**config.mk**
```make
export PLATFORM = sky130hd
export DESIGN_NAME = board_sim_ctrl
export DESIGN_NICKNAME = d
export VERILOG_FILES = /design/src/rtl/board_sim_pkg.sv /design/src/rtl/board_calib_tracker.sv /design/src/rtl/board_sim_ctrl.sv
export SDC_FILE = /design/constraint.sdc
export NUM_CORES = 1
export LEC_CHECK = 0
export BUFFER_PORTS_ARGS = -buffer_cell sky130_fd_sc_hd__buf_4
export CAP_MARGIN = 20
export CORE_UTILIZATION = 65
export CTS_BUF_LIST = sky130_fd_sc_hd__clkbuf_4
export DETAILED_ROUTE_END_ITERATION = 8
export PLACE_DENSITY = 0.94
export SLEW_MARGIN = 20
export SYNTH_ARGS = -nofsm -noshare
export SYNTH_HDL_FRONTEND = slang
export SYNTH_HIERARCHICAL = 1
export SYNTH_SLANG_ARGS = --single-unit
```
**constraint.sdc**
```tcl
create_clock -name clock -period 8 [get_ports clock]
set_clock_uncertainty 0.2 [all_clocks]
set_input_delay 2 -clock clock [delete_from_list [all_inputs] [get_ports clock]]
set_output_delay 2 -clock clock [all_outputs]
set_load 0.02 [all_outputs]
```
**src/rtl/board_sim_pkg.sv**
```systemverilog
// board_sim_pkg: shared types for the DDR3 simulation-board supervisor.
// Optional build macro used by this slice: BOARD_SIM_CALIB_BYPASS_EN.
package board_sim_pkg;

  localparam int BOARD_SIM_MAX_CHANNELS = 8;

  typedef enum logic [2:0] {
    S_RESET,
    S_MEM_RST,
    S_CALIB,
    S_RUN,
    S_PASS,
    S_FAIL
  } board_sim_state_e;

  typedef enum logic [2:0] {
    ST_BUSY          = 3'd0,
    ST_PASS          = 3'd1,
    ST_DUT_FAIL      = 3'd2,
    ST_CALIB_TIMEOUT = 3'd3,
    ST_CALIB_LOST    = 3'd4,
    ST_RUN_TIMEOUT   = 3'd5
  } board_sim_status_e;

endpackage

```
**src/rtl/board_calib_tracker.sv**
```systemverilog
// board_calib_tracker: per-channel calibration watch.
// Sticky seen bit during calibration, live loss flag during run.
module board_calib_tracker (
  input  logic clock,
  input  logic reset,
  input  logic arm_calib,
  input  logic arm_run,
  input  logic calib_done,
  output logic seen,
  output logic lost
);

  always_ff @(posedge clock) begin
    if (reset) begin
      seen <= 1'b0;
    end else if (arm_calib && calib_done) begin
      seen <= 1'b1;
    end
  end

  assign lost = arm_run & ~calib_done;

endmodule

```
**src/rtl/board_sim_ctrl.sv**
```systemverilog
// board_sim_ctrl: DDR3 model / harness reset sequencer and verdict register.
// Define BOARD_SIM_CALIB_BYPASS_EN to compile out calibration tracking.
module board_sim_ctrl
  import board_sim_pkg::*;
#(
  parameter int NUM_CHANNELS      = 1,
  parameter int RESET_HOLD_CYCLES = 16,
  parameter int CALIB_TIMEOUT     = 50000,
  parameter int RUN_TIMEOUT       = 1000000,
  parameter int CNT_W             = 32
) (
  input  logic                    clock,
  input  logic                    reset,
  input  logic [NUM_CHANNELS-1:0] calib_done,
  input  logic                    dut_success,
  input  logic                    dut_fail,
  output logic [NUM_CHANNELS-1:0] ddr_sys_rst_n,
  output logic                    dut_reset,
  output logic                    io_success,
  output logic                    io_fail,
  output logic                    io_done,
  output logic [2:0]              status,
  output logic [CNT_W-1:0]        run_cycles
);

  localparam logic [CNT_W-1:0] HOLD_LAST  = CNT_W'(RESET_HOLD_CYCLES - 1);
  localparam logic [CNT_W-1:0] HOLD_END   = CNT_W'(RESET_HOLD_CYCLES);
  localparam logic [CNT_W-1:0] CALIB_LAST = CNT_W'(CALIB_TIMEOUT - 1);
  localparam logic [CNT_W-1:0] RUN_LIM    = CNT_W'(RUN_TIMEOUT);

  if (NUM_CHANNELS < 1 || NUM_CHANNELS > BOARD_SIM_MAX_CHANNELS) begin : g_bad_cfg
    $error("board_sim_ctrl: NUM_CHANNELS out of range");
  end

  board_sim_state_e  state_q, state_d;
  board_sim_status_e status_q, status_d;
  logic [CNT_W-1:0]  hold_q, calib_q, run_q, run_nxt;
  logic              any_lost;

  assign run_nxt = (&run_q) ? run_q : run_q + 1'b1;

`ifndef BOARD_SIM_CALIB_BYPASS_EN
  logic [NUM_CHANNELS-1:0] seen, lost;
  logic                    all_seen;
  logic                    calib_arm, run_arm;

  assign calib_arm = (state_q == S_CALIB);
  assign run_arm   = (state_q == S_RUN);

  for (genvar i = 0; i < NUM_CHANNELS; i++) begin : g_trk
    board_calib_tracker u_trk (
      .clock      (clock),
      .reset      (reset),
      .arm_calib  (calib_arm),
      .arm_run    (run_arm),
      .calib_done (calib_done[i]),
      .seen       (seen[i]),
      .lost       (lost[i])
    );
  end

  assign all_seen = &seen;
  assign any_lost = |lost;
`else
  logic unused_calib;
  assign unused_calib = ^calib_done;
  assign any_lost     = 1'b0;
`endif

  always_comb begin
    state_d  = state_q;
    status_d = ST_BUSY;
    unique case (state_q)
      S_RESET: state_d = S_MEM_RST;
`ifdef BOARD_SIM_CALIB_BYPASS_EN
      // Models leave reset one edge before the harness is released.
      S_MEM_RST: if (hold_q == HOLD_END) state_d = S_RUN;
`else
      S_MEM_RST: if (hold_q == HOLD_LAST) state_d = S_CALIB;
      S_CALIB: begin
        if (all_seen) begin
          state_d = S_RUN;
        end else if (CALIB_TIMEOUT != 0 && calib_q == CALIB_LAST) begin
          state_d  = S_FAIL;
          status_d = ST_CALIB_TIMEOUT;
        end
      end
`endif
      S_RUN: begin
        if (dut_fail) begin
          state_d  = S_FAIL;
          status_d = ST_DUT_FAIL;
        end else if (any_lost) begin
          state_d  = S_FAIL;
          status_d = ST_CALIB_LOST;
        end else if (dut_success) begin
          state_d  = S_PASS;
          status_d = ST_PASS;
        end else if (RUN_TIMEOUT != 0 && run_nxt == RUN_LIM) begin
          state_d  = S_FAIL;
          status_d = ST_RUN_TIMEOUT;
        end
      end
      default: state_d = state_q;
    endcase
  end

  always_ff @(posedge clock) begin
    if (reset) begin
      state_q       <= S_RESET;
      status_q      <= ST_BUSY;
      hold_q        <= '0;
      calib_q       <= '0;
      run_q         <= '0;
      ddr_sys_rst_n <= '0;
      dut_reset     <= 1'b1;
      io_success    <= 1'b0;
      io_fail       <= 1'b0;
      io_done       <= 1'b0;
    end else begin
      state_q <= state_d;
      hold_q  <= (state_q == S_MEM_RST) ? hold_q + 1'b1 : '0;
      calib_q <= (state_q == S_CALIB) ? calib_q + 1'b1 : '0;
      if (state_q == S_RUN) run_q <= run_nxt;
      if (state_q == S_MEM_RST && hold_q == HOLD_LAST) ddr_sys_rst_n <= '1;
      if (state_d == S_RUN) dut_reset <= 1'b0;
      // Verdict is latched once, on the edge that leaves a live state.
      if (state_q != state_d && (state_d == S_PASS || state_d == S_FAIL)) begin
        status_q   <= status_d;
        io_success <= (state_d == S_PASS);
        io_fail    <= (state_d == S_FAIL);
        io_done    <= 1'b1;
      end
    end
  end

  assign status     = status_q;
  assign run_cycles = run_q;

endmodule

```
==> qor.txt, run 1 <==
status = finished clean
Yosys reg bits = 108
vias per cell = 6.19
fin crit share = 45.8%
Post-DP Area = 0.00585 mm²
Crit Reg-Reg Startpoint = run_cycles[0]
VDD IR max = 0.147 mV
Setup crit start kind = flop
fin worst setup slack = 4.34 ns
Max FO, Critical Path = 9
TritonCTS Buffers = 9
Resized cells post-CTS = 0
Worst Hold Path EP = hold_q[0]
DP HPWL = 9.38 mm
Max Transition Viols Final = 0
Die W = 94.5 µm
vias in the first global route = 4721
Final min period = 3.66 ns
Clock power frac = 41.0%
max_cap viols = 0
antenna violations before repair = 0
RR Endpoint = io_success
# IOs = 45
die area = 0.00893 mm²
setup TNS = 0 ns
number of flops mapped to enable cells by yosys = 0
asr flop ratio synth = 0%
Net Sw Frac = 21.4%
Hold WS = 0.271 ns
Sequential Power Share = 57.6%
CTS tree = done
GR Overflow Total = 0
final hold violation count = 0
Initial Utilization = 67.4%
post-placement cell count = 800
maximum clock rate = 273 MHz
synthesis-to-finish area growth = 9.22%
Logic pwr share = 1.4%
share of layout cells above drive strength 1 = 10.5%
Pleak = 2.09 nW
Cell Count, Final, Fillers Out = 816
Tightest Pin Transition = 0.871 ns
global-route wire length before repair = 21.5 mm
Clock Tree Buf Depth = 2
Setup Buffers After CTS = 0
Mean Syn Cell Area = 8.04 µm²
Residual DRC = 0
Syn Inst Count = 692
clock root cell = clkbuf_4
antenna cells = 0
Site Rows = 33
R2R setup slack = 4.34 ns
Synth cell types = 56
Seq/Total Area, Yosys = 38.9%
Pwr Total = 940 µW
cells on worst reg2reg path = 10
mapped cell area = 0.00556 mm²
Clk Latency, worst-skew pair = 0.46 ns
CTS Hold Bufs = 0
Hold Crit Class = flop to flop
Layout Utilization = 73.6%
most frequent cells in the layout = 118 x nor2_1, 108 x dfxtp_1, 61 x nand2_1
CTS sink cnt = 108
Setup-failing EPs final = 0
Critical Path AT = 3.81 ns
Iter 0 DRT Violations = 281
chip height = 94.5 µm
RSZ-0062 raised after global routing = no
Placer Congestion = 0.947
pin count of the biggest net entering global routing = 51
hold_sp = hold_q[0]
synth warn = 6
Internal = 739 µW
commonest non-fill, non-tap cell in the layout = nor2_1
post-synthesis net count = 700
core footprint = 0.00826 mm²
Hold Path Depth = 1
Antenna Nets Post-Route = 0
fin area = 0.00608 mm²
Setup Slack @ Placement = 4.11 ns
Crit. End Element = flop
H-Tree Depth = 3
fillcell total = 619
slew margin rel. = 41.4%
nets = 714
I/O Buffers = 44
Routed Wire Length = 13.1 mm
required time of the critical path = 8.15 ns
dominant synthesized flop cell = dfxtp_1
Worst-path clk slew = 0.17 ns
WL/cell = 16.0 µm
crit path kind = flop to flop
Power Density = 155 mW/mm²
DRT Pass-1 Iters = 5
Via Count = 5050
switching power = 201 µW
gr usage total = 30.4%
==> final cells by class <==
cell class / count / area [µm²] / area share [%]
flip-flops and latches: 108 / 2160 / 35.6
multi-input cells: 531 / 3190 / 52.4
inverters: 12 / 45.0 / 0.741
clock buffers: 9 / 67.6 / 1.11
repair buffers: 44 / 330 / 5.44
well taps: 105 / 131 / 2.16
clock inverters: 7 / 154 / 2.53
==> per-layer routing <==
layer / vias to the layer above / wire length [µm] / track usage, %
met5: - / 0 / 0
met4: 0 / 277 / 11.7
met3: 25 / 767 / 6.68
met2: 199 / 6580 / 54.0
met1: 2380 / 5470 / 35.4
li1: 2446 / - / -
==> Yosys cell counts, drive strengths merged, types with 2 or more instances <==
cell	n	share of area, %
o21ai	16	1.4
ha	3	0.67
nor3	19	1.9
a311o	2	0.36
nor2	119	8.1
a311oi	2	0.63
nand4	28	3.7
and3	26	2.9
nor2b	2	0.22
dfxtp	108	39
buf	8	0.94
a31oi	6	0.67
o31ai	2	0.27
nand2b	5	0.56
a31o	2	0.31
o21a	2	0.27
a21oi	25	2.2
o22ai	3	0.34
nor4	22	2.9
nor4b	2	0.31
xor2	49	7.7
and2	4	0.45
mux2i	3	0.54
xnor2	37	5.8
o211ai	2	0.27
a221o	2	0.36
and4	9	1.4
or2	3	0.34
nand2	61	4.1
or4	6	0.88
nand3	42	3.8
o2111ai	2	0.31
clkbuf	33	2.2
or3	15	1.7
inv	12	0.81
==> registers in the layout (all words and copies together) (netlist names) <==
signal            cells
ddr_sys_rst_n         1
io_fail               1
g_trk.u_trk/seen      1
io_success            1
run_cycles           32
state_q               3
calib_q              32
status                3
hold_q               32
dut_reset             1
io_done               1
==> critical path, cell delays in order, from the launching register on <==
cell      delay, ns
dfxtp_1        0.51
ha_1           0.25
and3_1         0.35
and3_1         0.43
nand3_1        0.23
mux2i_1        0.19
a2111o_1       0.31
nor3_1         0.50
a311oi_4       0.22
o31ai_1        0.26
a21oi_1        0.10
==> how the worst max path moves through the flow <==
stage | from | end | slack [ns] | cells past startpoint
after floorplan | run_cycles[0] | io_success | 4.72 | 12
after global routing | run_cycles[0] | status[1] | 4.23 | 10
final | run_cycles[0] | io_success | 4.34 | 10
after detailed placement | reset | hold_q[21] | 4.11 | 4
after CTS | run_cycles[0] | io_success | 4.40 | 10
after global placement | reset | hold_q[29] | 4.18 | 4
==> power groups by stage <==
stage	Combinational [mW]	Clock, mW	Sequential, mW
2_1_floorplan	0.00989	0	0.551
3_3_place_gp	0.0124	0	0.552
3_5_place_dp	0.0127	0	0.552
4_1_cts	0.0129	0.389	0.541
5_1_grt	0.0143	0.409	0.542
6_report	0.0131	0.386	0.541
==> cells by family after synthesis <==
group	count (synthesis)	synth area share (%)
compound gates	72	8.57
xor+xnor	86	13.5
fa+ha+maj	3	0.675
buf+inv	53	3.98
flops	108	38.9
mux	3	0.540
simple gates	367	33.8
(Power assumes the default switching activity.)
==> run 2, diff against run 1 <==
- CORE_UTILIZATION: 65 -> 62
- PLACE_DENSITY: 0.94 -> 0.9
- clock period: 8 -> 3.5 ns (I/O delays scaled with it)
==> qor.txt, run 2 (same netlist as run 1, synthesis figures left out) <==
Initial Utilization = 63.8% (was 67.4%)
DP HPWL = 9.57 mm (was 9.38 mm)
clock root cell = clkbuf_4 (unchanged)
Pleak = 2.10 nW (was 2.09 nW)
most frequent cells in the layout = 118 x nor2_1, 106 x dfxtp_1, 61 x nand2_1 (was 118 x nor2_1, 108 x dfxtp_1, 61 x nand2_1)
CTS tree = done (unchanged)
Antenna Nets Post-Route = 0 (unchanged)
Met2 Routed Length = 6.48 mm (was 6.58 mm)
Slowest cell on crit path = or4_4 (was dfxtp_1)
setup TNS = 0 ns (unchanged)
Residual DRC = 0 (unchanged)
die area = 0.00936 mm² (was 0.00893 mm²)
fin crit share = 95.1% (was 45.8%)
fin worst setup slack = 0.172 ns (was 4.34 ns)
Max Transition Viols Final = 0 (unchanged)
Layout Utilization = 69.8% (was 73.6%)
antenna cells = 0 (unchanged)
Setup crit start kind = flop (unchanged)
Setup-failing EPs final = 0 (unchanged)
required time of the critical path = 3.64 ns (was 8.15 ns)
Via Count = 5075 (was 5050)
Crit. End Element = flop (unchanged)
CTS Hold Bufs = 0 (unchanged)
Tightest Pin Transition = 0.820 ns (was 0.871 ns)
vias per cell = 6.12 (was 6.19)
TritonCTS Buffers = 9 (unchanged)
Routed met1 length = 5.55 mm (was 5.47 mm)
met3 WL post-DR = 674 µm (was 767 µm)
core footprint = 0.00872 mm² (was 0.00826 mm²)
# IOs = 45 (unchanged)
Bufs and invs on worst path = 0 (unchanged)
Cell Count, Final, Fillers Out = 829 (was 816)
DRT Pass-1 Iters = 5 (unchanged)
nets = 724 (was 714)
chip height = 96.7 µm (was 94.5 µm)
Crit Reg-Reg Startpoint = run_cycles[28] (was run_cycles[0])
Max FO, Critical Path = 8 (was 9)
Worst Hold Path EP = calib_q[0] (was hold_q[0])
hold_sp = calib_q[0] (was hold_q[0])
Critical Path AT = 3.46 ns (was 3.81 ns)
max_cap viols = 0 (unchanged)
R2R setup slack = 0.17 ns (was 4.34 ns)
global-route wire length before repair = 21.6 mm (was 21.5 mm)
cells on worst reg2reg path = 9 (was 10)
VDD IR max = 0.235 mV (was 0.147 mV)
Final min period = 3.33 ns (was 3.66 ns)
share of layout cells above drive strength 1 = 12.2% (was 10.5%)
Placer Congestion = 1.03 (was 0.947)
commonest non-fill, non-tap cell in the layout = nor2_1 (unchanged)
Site Rows = 34 (was 33)
slew margin rel. = 44.8% (was 41.4%)
top layer in use = met4 (unchanged)
Clock Tree Buf Depth = 2 (unchanged)
Pwr Total = 1.90 mW (was 940 µW)
Iter 0 DRT Violations = 215 (was 281)
vias in the first global route = 4715 (was 4721)
Hold Path Depth = 1 (unchanged)
GR Overflow Total = 0 (unchanged)
pin count of the biggest net entering global routing = 51 (unchanged)
Setup Slack @ Placement = 0.177 ns (was 4.11 ns)
Die W = 96.7 µm (was 94.5 µm)
worst path cell trace = and4_1, nand3_1, or4_4, a211oi_2, a31oi_1, nor4_4, a311oi_4, o31ai_1, a21oi_1 (was ha_1, and3_1, and3_1, nand3_1, mux2i_1, a2111o_1, nor3_1, a311oi_4, o31ai_1, a21oi_1)
gr usage total = 27.8% (was 30.4%)
RR Endpoint = io_success (unchanged)
Worst-path clk slew = 0.16 ns (was 0.17 ns)
post-placement cell count = 813 (was 800)
maximum clock rate = 300 MHz (was 273 MHz)
Power Density = 312 mW/mm² (was 155 mW/mm²)
CTS sink cnt = 108 (unchanged)
final hold violation count = 0 (unchanged)
crit path kind = flop to flop (unchanged)
synthesis-to-finish area growth = 9.38% (was 9.22%)
status = finished clean (unchanged)
biggest cell delay along the critical path = 0.67 ns (was 0.51 ns)
crit-path leading delay family = simple AND/OR/NAND/NOR gates (unchanged)
Clk Latency, worst-skew pair = 0.45 ns (was 0.46 ns)
RSZ-0062 raised after global routing = no (unchanged)
I/O Buffers = 44 (unchanged)
WL/cell = 15.8 µm (was 16.0 µm)
Routed Wire Length = 13.1 mm (about the same)
H-Tree Depth = 3 (unchanged)
antenna violations before repair = 0 (unchanged)
Hold Crit Class = flop to flop (unchanged)
[run 2: metrics by stage]
step           cell area [µm²]  hold slack (ns)
6_report                  6090            0.269
5_1_grt                   6090            0.291
3_5_place_dp              5930            0.239
4_1_cts                   6070            0.265
3_3_place_gp              5930            0.225
2_1_floorplan             5560            0.213
[run 2: timing repair]
action / in CTS / in global routing
resized for setup: 0 / 6
endpoints found under the setup margin: 0 / 2
buffers inserted: 0 / 0
hold endpoints to repair: 0 / 0
[run 2: area by class of cell]
class	count	area (µm²)
Clock buffer	10	75.1
Clock inverter	6	63.8
Fill cell	716	2640
Inverter	12	45.0
Multi-Input combinational cell	531	3200
Sequential cell	108	2160
Tap cell	108	135
Timing Repair Buffer	54	405
[run 2: how the worst max path moves through the flow]
stage,start,cells past startpoint,to
2_1_floorplan,run_cycles[0],12,io_success
3_3_place_gp,run_cycles[25],9,io_success
3_5_place_dp,run_cycles[17],9,io_success
4_1_cts,run_cycles[17],9,io_success
5_1_grt,run_cycles[28],9,io_success
6_report,run_cycles[28],9,io_success
[run 2: per-layer routing]
| layer | GRT usage, % | vias up |
|---|---|---|
| li1 | - | 2451 |
| met5 | 0 | - |
| met4 | 13.0 | 0 |
| met3 | 4.48 | 39 |
| met2 | 47.7 | 190 |
| met1 | 34.1 | 2395 |
[run 2: report_power, final]
part / internal [mW] / total (mW) / leakage [nW] / switching (mW)
registers: 1.23 / 1.24 / 0.871 / 0.00338
clock network: 0.227 / 0.633 / 0.0744 / 0.406
logic: 0.00846 / 0.0312 / 1.16 / 0.0227
